**src/rtl/ffe_pkg.sv**
```systemverilog
// Shared constants and state encoding for the FFE LMS adaptation engine.
package ffe_pkg;
   localparam int FFE_IN_BW     = 11;   // S(11,7)
   localparam int FFE_EQ_BW     = 9;    // S(9,6)
   localparam int FFE_COEF_BW   = 9;    // S(9,7)
   localparam int FFE_N_COEF    = 7;
   localparam int FFE_EXT_BW    = 10;
   localparam int FFE_ALIGN_DLY = 2;
   localparam int FFE_CENTER    = 3;
   localparam int MU_BW         = 4;
   localparam int TLEN_BW       = 16;

   localparam int IN_FRAC   = 7;
   localparam int EQ_FRAC   = 6;
   localparam int COEF_FRAC = 7;
   localparam int COEF_ONE  = 128;      // +1.0 in coefficient format
   localparam int PAM2_LVL  = 64;       // +1.0 in equalizer output format

   typedef enum logic [1:0] {
      ST_IDLE   = 2'd0,
      ST_TRAIN  = 2'd1,
      ST_DD     = 2'd2,
      ST_FREEZE = 2'd3
   } lms_state_e;
endpackage

```
**src/rtl/ffe_lms_adapt_if.sv**
```systemverilog
// Sample/control/coefficient bundle between the FFE environment and the LMS engine.
interface ffe_lms_adapt_if #(
   parameter int IN_BW   = ffe_pkg::FFE_IN_BW,
   parameter int EQ_BW   = ffe_pkg::FFE_EQ_BW,
   parameter int COEF_BW = ffe_pkg::FFE_COEF_BW,
   parameter int N_COEF  = ffe_pkg::FFE_N_COEF
);
   logic                        i_en;
   logic [IN_BW-1:0]            i_data;
   logic [EQ_BW-1:0]            i_eq;
   logic                        i_ref;
   logic                        i_start;
   logic                        i_freeze;
   logic [3:0]                  i_mu_shift;
   logic [15:0]                 i_train_len;
   logic [COEF_BW*N_COEF-1:0]   o_coefs;
   logic [EQ_BW:0]              o_error;
   logic [1:0]                  o_state;
   logic                        o_train_done;

   modport master (
      output i_en, i_data, i_eq, i_ref, i_start, i_freeze, i_mu_shift, i_train_len,
      input  o_coefs, o_error, o_state, o_train_done
   );
   modport slave (
      input  i_en, i_data, i_eq, i_ref, i_start, i_freeze, i_mu_shift, i_train_len,
      output o_coefs, o_error, o_state, o_train_done
   );
endinterface

```
**src/rtl/lms_tap.sv**
```systemverilog
// One LMS tap: registered e*x product, scaled step, saturating accumulator.
module lms_tap
   import ffe_pkg::*;
#(
   parameter int IN_BW   = FFE_IN_BW,
   parameter int E_BW    = FFE_EQ_BW + 1,
   parameter int COEF_BW = FFE_COEF_BW,
   parameter int EXT_BW  = FFE_EXT_BW,
   parameter int INIT    = 0
) (
   input  logic                      i_clk,
   input  logic                      i_rst,
   input  logic                      i_cap,
   input  logic                      i_init,
   input  logic                      i_upd,
   input  logic signed [E_BW-1:0]    i_e,
   input  logic signed [IN_BW-1:0]   i_x,
   input  logic [MU_BW-1:0]          i_mu_shift,
   output logic [COEF_BW-1:0]        o_coef
);
   localparam int P_BW   = E_BW + IN_BW;
   localparam int ACC_BW = COEF_BW + EXT_BW;
   localparam int SUM_BW = ((P_BW + 4 > ACC_BW) ? P_BW + 4 : ACC_BW) + 1;
   localparam logic signed [SUM_BW-1:0] ACC_MAX = (SUM_BW'(1) <<< (ACC_BW - 1)) - SUM_BW'(1);
   localparam logic signed [SUM_BW-1:0] ACC_MIN = -(SUM_BW'(1) <<< (ACC_BW - 1));

   logic signed [P_BW-1:0]   p_q, p_d;
   logic signed [ACC_BW-1:0] acc_q, acc_d;
   logic signed [P_BW+3:0]   step;
   logic signed [SUM_BW-1:0] sum;

   // Product capture and accumulator update with clamp; reinit wins over update.
   always_comb begin
      p_d   = i_cap ? (P_BW'(i_e) * P_BW'(i_x)) : p_q;
      // <<<4 aligns the product fraction (13) to the accumulator fraction (17)
      step  = $signed({p_q, 4'b0000}) >>> i_mu_shift;
      sum   = SUM_BW'(acc_q) + SUM_BW'(step);
      acc_d = acc_q;
      if (i_init)            acc_d = ACC_BW'(INIT);
      else if (i_upd) begin
         if (sum > ACC_MAX)      acc_d = ACC_BW'(ACC_MAX);
         else if (sum < ACC_MIN) acc_d = ACC_BW'(ACC_MIN);
         else                    acc_d = ACC_BW'(sum);
      end
   end

   // Tap state registers.
   always_ff @(posedge i_clk) begin
      if (i_rst) begin
         p_q   <= '0;
         acc_q <= ACC_BW'(INIT);
      end else begin
         p_q   <= p_d;
         acc_q <= acc_d;
      end
   end

   assign o_coef = acc_q[ACC_BW-1 -: COEF_BW];
endmodule

```
**src/rtl/ffe_lms_adapt.sv**
```systemverilog
// LMS adaptation engine: x delay line, error/decision, mode FSM and per-tap accumulators.
module ffe_lms_adapt
   import ffe_pkg::*;
#(
   parameter int IN_BW     = FFE_IN_BW,
   parameter int EQ_BW     = FFE_EQ_BW,
   parameter int COEF_BW   = FFE_COEF_BW,
   parameter int N_COEF    = FFE_N_COEF,
   parameter int EXT_BW    = FFE_EXT_BW,
   parameter int ALIGN_DLY = FFE_ALIGN_DLY,
   parameter int CENTER    = FFE_CENTER
) (
   input  logic           i_clk,
   input  logic           i_rst,
   ffe_lms_adapt_if.slave bus
);
   localparam int E_BW = EQ_BW + 1;
   // registers hold x[n-1]..x[n-(N_COEF+ALIGN_DLY-1)]; with the live sample that is the full line
   localparam int DL   = N_COEF + ALIGN_DLY - 1;
   localparam int INIT_CTR = COEF_ONE << EXT_BW;
   localparam logic signed [E_BW-1:0] LVL_P = E_BW'(PAM2_LVL);
   localparam logic signed [E_BW-1:0] LVL_N = E_BW'(-PAM2_LVL);

   lms_state_e                    state_q, state_d;
   logic [TLEN_BW-1:0]            cnt_q, cnt_d;
   logic                          done_q, done_d;
   logic                          vld_q, vld_d;
   logic [DL-1:0][IN_BW-1:0]      xd_q, xd_d;
   logic signed [E_BW-1:0]        err_q, err_d;
   logic signed [E_BW-1:0]        eq_ext, d_lvl, e_now;
   logic                          adapt, upd, reinit;
   logic [N_COEF-1:0][COEF_BW-1:0] coefs;

   // Decision (training symbol or PAM2 slicer) and full-precision error.
   always_comb begin
      eq_ext = E_BW'($signed(bus.i_eq));
      if (state_q == ST_TRAIN) d_lvl = bus.i_ref ? LVL_P : LVL_N;
      else                     d_lvl = bus.i_eq[EQ_BW-1] ? LVL_N : LVL_P;
      e_now  = d_lvl - eq_ext;
   end

   assign adapt = (state_q == ST_TRAIN) || (state_q == ST_DD);
   // freeze/start in the same cycle suppress the in-flight update
   assign upd   = bus.i_en && vld_q && adapt && !bus.i_freeze && !bus.i_start;

   // Next-state: delay line, error register, mode FSM, training counter, stage1 valid.
   always_comb begin
      state_d = state_q;
      cnt_d   = cnt_q;
      done_d  = done_q;
      vld_d   = vld_q;
      xd_d    = xd_q;
      err_d   = err_q;
      reinit  = 1'b0;
      if (bus.i_en) begin
         xd_d  = {xd_q[DL-2:0], bus.i_data};
         err_d = e_now;
         vld_d = adapt;
      end
      case (state_q)
         ST_TRAIN: begin
            if (bus.i_freeze) state_d = ST_FREEZE;
            else if (bus.i_en) begin
               if (bus.i_train_len == '0 || cnt_q == bus.i_train_len - TLEN_BW'(1)) begin
                  state_d = ST_DD;
                  done_d  = 1'b1;
               end else begin
                  cnt_d = cnt_q + TLEN_BW'(1);
               end
            end
         end
         ST_DD:     if (bus.i_freeze)  state_d = ST_FREEZE;
         ST_FREEZE: if (!bus.i_freeze) state_d = ST_DD;
         default:   ;
      endcase
      if (bus.i_start) begin
         state_d = ST_TRAIN;
         cnt_d   = '0;
         done_d  = 1'b0;
         reinit  = 1'b1;
      end
      // drop the in-flight sample whenever adaptation stops or restarts
      if (bus.i_start || state_d == ST_IDLE || state_d == ST_FREEZE) vld_d = 1'b0;
   end

   // Control and datapath registers.
   always_ff @(posedge i_clk) begin
      if (i_rst) begin
         state_q <= ST_IDLE;
         cnt_q   <= '0;
         done_q  <= 1'b0;
         vld_q   <= 1'b0;
         xd_q    <= '0;
         err_q   <= '0;
      end else begin
         state_q <= state_d;
         cnt_q   <= cnt_d;
         done_q  <= done_d;
         vld_q   <= vld_d;
         xd_q    <= xd_d;
         err_q   <= err_d;
      end
   end

   for (genvar k = 0; k < N_COEF; k++) begin : g_tap
      lms_tap #(
         .IN_BW(IN_BW), .E_BW(E_BW), .COEF_BW(COEF_BW), .EXT_BW(EXT_BW),
         .INIT((k == CENTER) ? INIT_CTR : 0)
      ) u_tap (
         .i_clk      (i_clk),
         .i_rst      (i_rst),
         .i_cap      (bus.i_en),
         .i_init     (reinit),
         .i_upd      (upd),
         .i_e        (e_now),
         .i_x        (xd_q[k+ALIGN_DLY-1]),
         .i_mu_shift (bus.i_mu_shift),
         .o_coef     (coefs[k])
      );
   end

   assign bus.o_coefs      = coefs;
   assign bus.o_error      = err_q;
   assign bus.o_state      = state_q;
   assign bus.o_train_done = done_q;
endmodule

```
**src/flat_wrapper.sv**
```systemverilog
// flat-port wrapper written by rule: the top's interface ports become plain ports
module ffe_lms_adapt_flat import ffe_pkg::*;
#(
   parameter int IN_BW     = FFE_IN_BW,
   parameter int EQ_BW     = FFE_EQ_BW,
   parameter int COEF_BW   = FFE_COEF_BW,
   parameter int N_COEF    = FFE_N_COEF,
   parameter int EXT_BW    = FFE_EXT_BW,
   parameter int ALIGN_DLY = FFE_ALIGN_DLY,
   parameter int CENTER    = FFE_CENTER
)
  (i_clk, i_rst, bus_i_en, bus_i_data, bus_i_eq, bus_i_ref, bus_i_start, bus_i_freeze, bus_i_mu_shift, bus_i_train_len, bus_o_coefs, bus_o_error, bus_o_state, bus_o_train_done);
  ffe_lms_adapt_if #(.IN_BW(IN_BW), .EQ_BW(EQ_BW), .COEF_BW(COEF_BW), .N_COEF(N_COEF)) bus_i ();
  input  logic i_clk;
  input  logic i_rst;
  input wire logic [$bits(bus_i.i_en)-1:0] bus_i_en;
  input wire logic [$bits(bus_i.i_data)-1:0] bus_i_data;
  input wire logic [$bits(bus_i.i_eq)-1:0] bus_i_eq;
  input wire logic [$bits(bus_i.i_ref)-1:0] bus_i_ref;
  input wire logic [$bits(bus_i.i_start)-1:0] bus_i_start;
  input wire logic [$bits(bus_i.i_freeze)-1:0] bus_i_freeze;
  input wire logic [$bits(bus_i.i_mu_shift)-1:0] bus_i_mu_shift;
  input wire logic [$bits(bus_i.i_train_len)-1:0] bus_i_train_len;
  output wire logic [$bits(bus_i.o_coefs)-1:0] bus_o_coefs;
  output wire logic [$bits(bus_i.o_error)-1:0] bus_o_error;
  output wire logic [$bits(bus_i.o_state)-1:0] bus_o_state;
  output wire logic [$bits(bus_i.o_train_done)-1:0] bus_o_train_done;
  assign bus_i.i_en = bus_i_en;
  assign bus_i.i_data = bus_i_data;
  assign bus_i.i_eq = bus_i_eq;
  assign bus_i.i_ref = bus_i_ref;
  assign bus_i.i_start = bus_i_start;
  assign bus_i.i_freeze = bus_i_freeze;
  assign bus_i.i_mu_shift = bus_i_mu_shift;
  assign bus_i.i_train_len = bus_i_train_len;
  assign bus_o_coefs = bus_i.o_coefs;
  assign bus_o_error = bus_i.o_error;
  assign bus_o_state = bus_i.o_state;
  assign bus_o_train_done = bus_i.o_train_done;
  ffe_lms_adapt #(.IN_BW(IN_BW), .EQ_BW(EQ_BW), .COEF_BW(COEF_BW), .N_COEF(N_COEF), .EXT_BW(EXT_BW), .ALIGN_DLY(ALIGN_DLY), .CENTER(CENTER)) u_core (.i_clk(i_clk), .i_rst(i_rst), .bus(bus_i));
endmodule
```
**config.mk**
```make
export PLATFORM = sky130hd
export DESIGN_NAME = ffe_lms_adapt_flat
export DESIGN_NICKNAME = d
export VERILOG_FILES = /design/src/rtl/ffe_pkg.sv /design/src/rtl/ffe_lms_adapt_if.sv /design/src/rtl/lms_tap.sv /design/src/rtl/ffe_lms_adapt.sv /design/src/flat_wrapper.sv
export SDC_FILE = /design/constraint.sdc
export NUM_CORES = 2
export LEC_CHECK = 0
export BUFFER_PORTS_ARGS = -buffer_cell sky130_fd_sc_hd__clkbuf_2
export CAP_MARGIN = 40
export CORE_MARGIN = 2
export CORE_UTILIZATION = 45
export CTS_BUF_LIST = sky130_fd_sc_hd__clkbuf_4 sky130_fd_sc_hd__clkbuf_8
export DETAILED_ROUTE_END_ITERATION = 10
export SETUP_SLACK_MARGIN = 0.1
export SYNTH_ARGS = -nofsm -noshare
export SYNTH_HDL_FRONTEND = slang
export SYNTH_SLANG_ARGS = --single-unit
```
**constraint.sdc**
```tcl
create_clock -name i_clk -period 22.9 [get_ports i_clk]
set_clock_uncertainty 0.15 [all_clocks]
set_input_delay 2.29 -clock i_clk [delete_from_list [all_inputs] [get_ports i_clk]]
set_output_delay 2.29 -clock i_clk [all_outputs]
set_load 0.02 [all_outputs]
```
==> summary.txt <==
Final layout
  – Storage element area: 7968 sq um
  – Layout Cells excl Fill: 8814
  – Area of the multi-input gates: 46870 sq um
  – Layout cells sized above 1: 0.07310
  – Final #Nets: 8276
  – Final instance area: 63190 sq um
  – Area Growth Syn to Fin: 5.216%
  – # fillers: 12990

Synthesis
  – Adder-Cell Fraction of Synth Area: 0.3462
  – Complex-gate fraction of the synthesized area: 0.1334
  – Largest family of logic cells by synthesized area: adder cells
  – Mapped Cells: 7196
  – EDFF count, synth: 0
  – Async SR Flop Fraction: 0
  – Post-Syn Nets: 8484
  – Synth Area in Simple Gates: 0.1687
  – XOR/XNOR Fraction of Synth Area: 0.05002
  – Synth cell types: 82
  – Main synth FF type: dfxtp_1
  – Syn_area_per_cell: 8.346 sq um
  – Netlist Area Pre-Place: 60060 sq um
  – Synth Register Bits: 398
  – Sequential fraction of the synthesis area: 0.1327
  – Yosys Warn Count: 0
  – Post-synthesis mux area share: 0.07995

Routing
  – ANT nets after route: 0
  – Via count: 48090
  – Initial DRC Count: 3197
  – WL per Instance: 17.56 microns
  – Drt total wl: 154800 microns
  – Vias per Instance: 5.456
  – Drt pass-1 iters: 6
  – DRC viols: 0

CTS
  – CTS tree: yes
  – Number of CTS-inserted buffers: 80
  – Post-CTS setup buffer count: 0
  – Clock slew at reported path FFs: 70 ps
  – Worst skew pair latency: 780 ps
  – CTS root buffer: clkbuf_8
  – CTS max path bufs: 3
  – Sink Count: 398
  – Post-CTS Hold Buffers: 0
  – CTS H-tree lvls: 3
  – Post-cts sizing count: 0

Setup path
  – CP Launch Point: bus_i_eq[4]
  – Critical R2R Launch: u_core.bus.o_state[1]$_SDFF_PP0_
  – Startpoint Class: primary input
  – CP max FO: 48
  – Flop-to-flop setup slack: 14920 ps
  – Slowest cell delay on critical path: 560 ps
  – WS Path Type: primary input to flop
  – Critical Path RT: 23430 ps
  – Crit end category: flop
  – CP arrival: 9600 ps
  – Slowest CP cell: buf_4
  – CP most frequent cell: fa_1

Floorplan
  – Die area: 136400 sq um
  – Core area: 133000 sq um
  – Die W: 369.3 microns
  – Rows: 134
  – Chip height: 369.3 microns
  – Io pins: 122
  – Initial Util: 0.4517

Global routing
  – Largest net degree at the start of global routing: 138
  – Global-route wire length before repair: 254500 microns
  – Number of global-route vias before repair: 47480
  – Initial antenna violation count: 2
  – GRT Overall Usage: 0.2289
  – GRT Residual Overflow: 0

Placed design
  – Placed wire-length estimate: 116200 microns
  – Cell total after placement: 8674
  – Port-buffer cells: 121
  – RD Place Congestion: 0.8845
  – Placed cell area: 61480 sq um

Timing
  – RSZ-0062 raised after global routing: no
  – Fmax: 110.2 MHz
  – Fin. max-slew vios: 0
  – Setup tns final: 0 ps
  – Final setup fails: 0
  – Slew HR: 0.3540
  – Fin crit share: 0.3964
  – Final hold vios: 0
  – Worst Tran Pin Value: 969.0 ps
  – Final Critical Period: 9077 ps

Min path
  – Min-Delay Startpoint: u_core.xd_q[10]$_SDFFE_PP0P_
  – HP Class: flop to flop

Status
  – Outcome: complete, no violations

Flow run
  – Max-cap violations: 0

Power and ir drop
  – Leak Pwr: 0.02936 uW
  – Power Density: 39.62 nW/um^2
  – Maximum vdd drop: 0.00003692 V
## through the flow
step	util	total power, uW	setup WS (ps)	hold slack [ps]
final	0.4753	2504	13820	318.8
after global routing	0.4753	2675	13430	343.3
after global placement	0.4622	1668	13190	308.0
after detailed placement	0.4624	1682	13090	314.5
after floorplan	-	1437	13780	308.3
after CTS	0.4753	2525	13940	315.6
## critical path, delay by kind of cell
family          cells  cell delay [ps]
buf+inv             5             1310
compound gates      9             2460
fa+ha+maj           6             2680
xor+xnor            1              120
simple gates        4              650
## cell families after synthesis
group | Yosys count
compound gates | 1262
xor+xnor | 343
fa+ha+maj | 1242
buf+inv | 1361
flops | 398
mux | 441
simple gates | 2149
## power breakdown
| part | total [uW] | internal [uW] | switching, uW | leakage [uW] |
|---|---|---|---|---|
| logic | 910 | 349 | 561 | 0.0252 |
| registers | 769 | 720 | 49.9 | 0.00323 |
| clock network | 824 | 461 | 363 | 0.000906 |
## cells in the final DEF (no fill, tap or decap), drive strengths merged, types with 25 or more instances in the layout
master and n:
nand2 654, a21oi 363, dfxtp 398, nor2 637, o21a 68, ha 542, mux2i 320, xor2 94
and2 452, o21ai 300, nor3 91, clkbuf 229, nand2b 59, or2 27, and3 28, a211oi 57
fa 700, or3 28, o311ai 25, inv 898, nand3 59, o21bai 55, mux2 100, o211ai 39
nor2b 36, a31oi 82, buf 59, a21o 94, o22ai 26, xnor2 249
## flip-flops by register name, summed over array words and instances (netlist names)
| name | flops |
|---|---|
| u_core.bus.o_error | 10 |
| u_core.bus.o_state | 2 |
| u_core.bus.o_train_done | 1 |
| u_core.cnt_q | 16 |
| u_core.g_tap.u_tap.acc_q | 133 |
| u_core.g_tap.u_tap.p_q | 147 |
| u_core.vld_q | 1 |
| u_core.xd_q | 88 |
## synth_stat cells (59+ instances only)
master	n	area (sq um)
a21o_1	94	705.7
a21oi_1	363	1817
a31oi_1	81	506.7
and2_1	452	2828
buf_4	63	473.0
clkbuf_1	353	1325
dfxtp_1	398	7968
fa_1	700	14010
ha_1	542	6782
inv_1	895	3359
mux2_2	100	1126
mux2i_1	320	3203
nand2_1	653	2451
nand2b_1	59	369.1
nand3_1	59	295.3
nor2_1	636	2387
nor3_1	91	455.4
o21a_1	68	510.5
o21ai_0	300	1501
xnor2_1	249	2181
xor2_1	94	823.3
## final timing paths
kind,end,depth (start not counted)
max,u_core.g_tap[6].u_tap.p_q[20]$_SDFFE_PP0P_,25
min,u_core.xd_q[21]$_SDFFE_PP0P_,2
max reg2reg,u_core.g_tap[6].u_tap.p_q[20]$_SDFFE_PP0P_,25
min reg2reg,u_core.xd_q[21]$_SDFFE_PP0P_,2
## metal layers
layer | GRT usage | share of wire | vias up
met4 | 0.05557 | 0.020 | 0
li1 | - | - | 23190
met1 | 0.3374 | 0.49 | 23590
met2 | 0.3471 | 0.43 | 1148
met5 | 0 | 0 | -
met3 | 0.03775 | 0.063 | 165
## final cells by class
class	instances	share of cell area
multi-input cells	5437	0.7416
inverters	898	0.05340
diodes	1	0.00003960
repair buffers	173	0.01681
well taps	1768	0.03501
flip-flops and latches	398	0.1261
clock buffers	115	0.02287
clock inverters	24	0.004158
No activity file was read; power rests on OpenSTA's default activity.
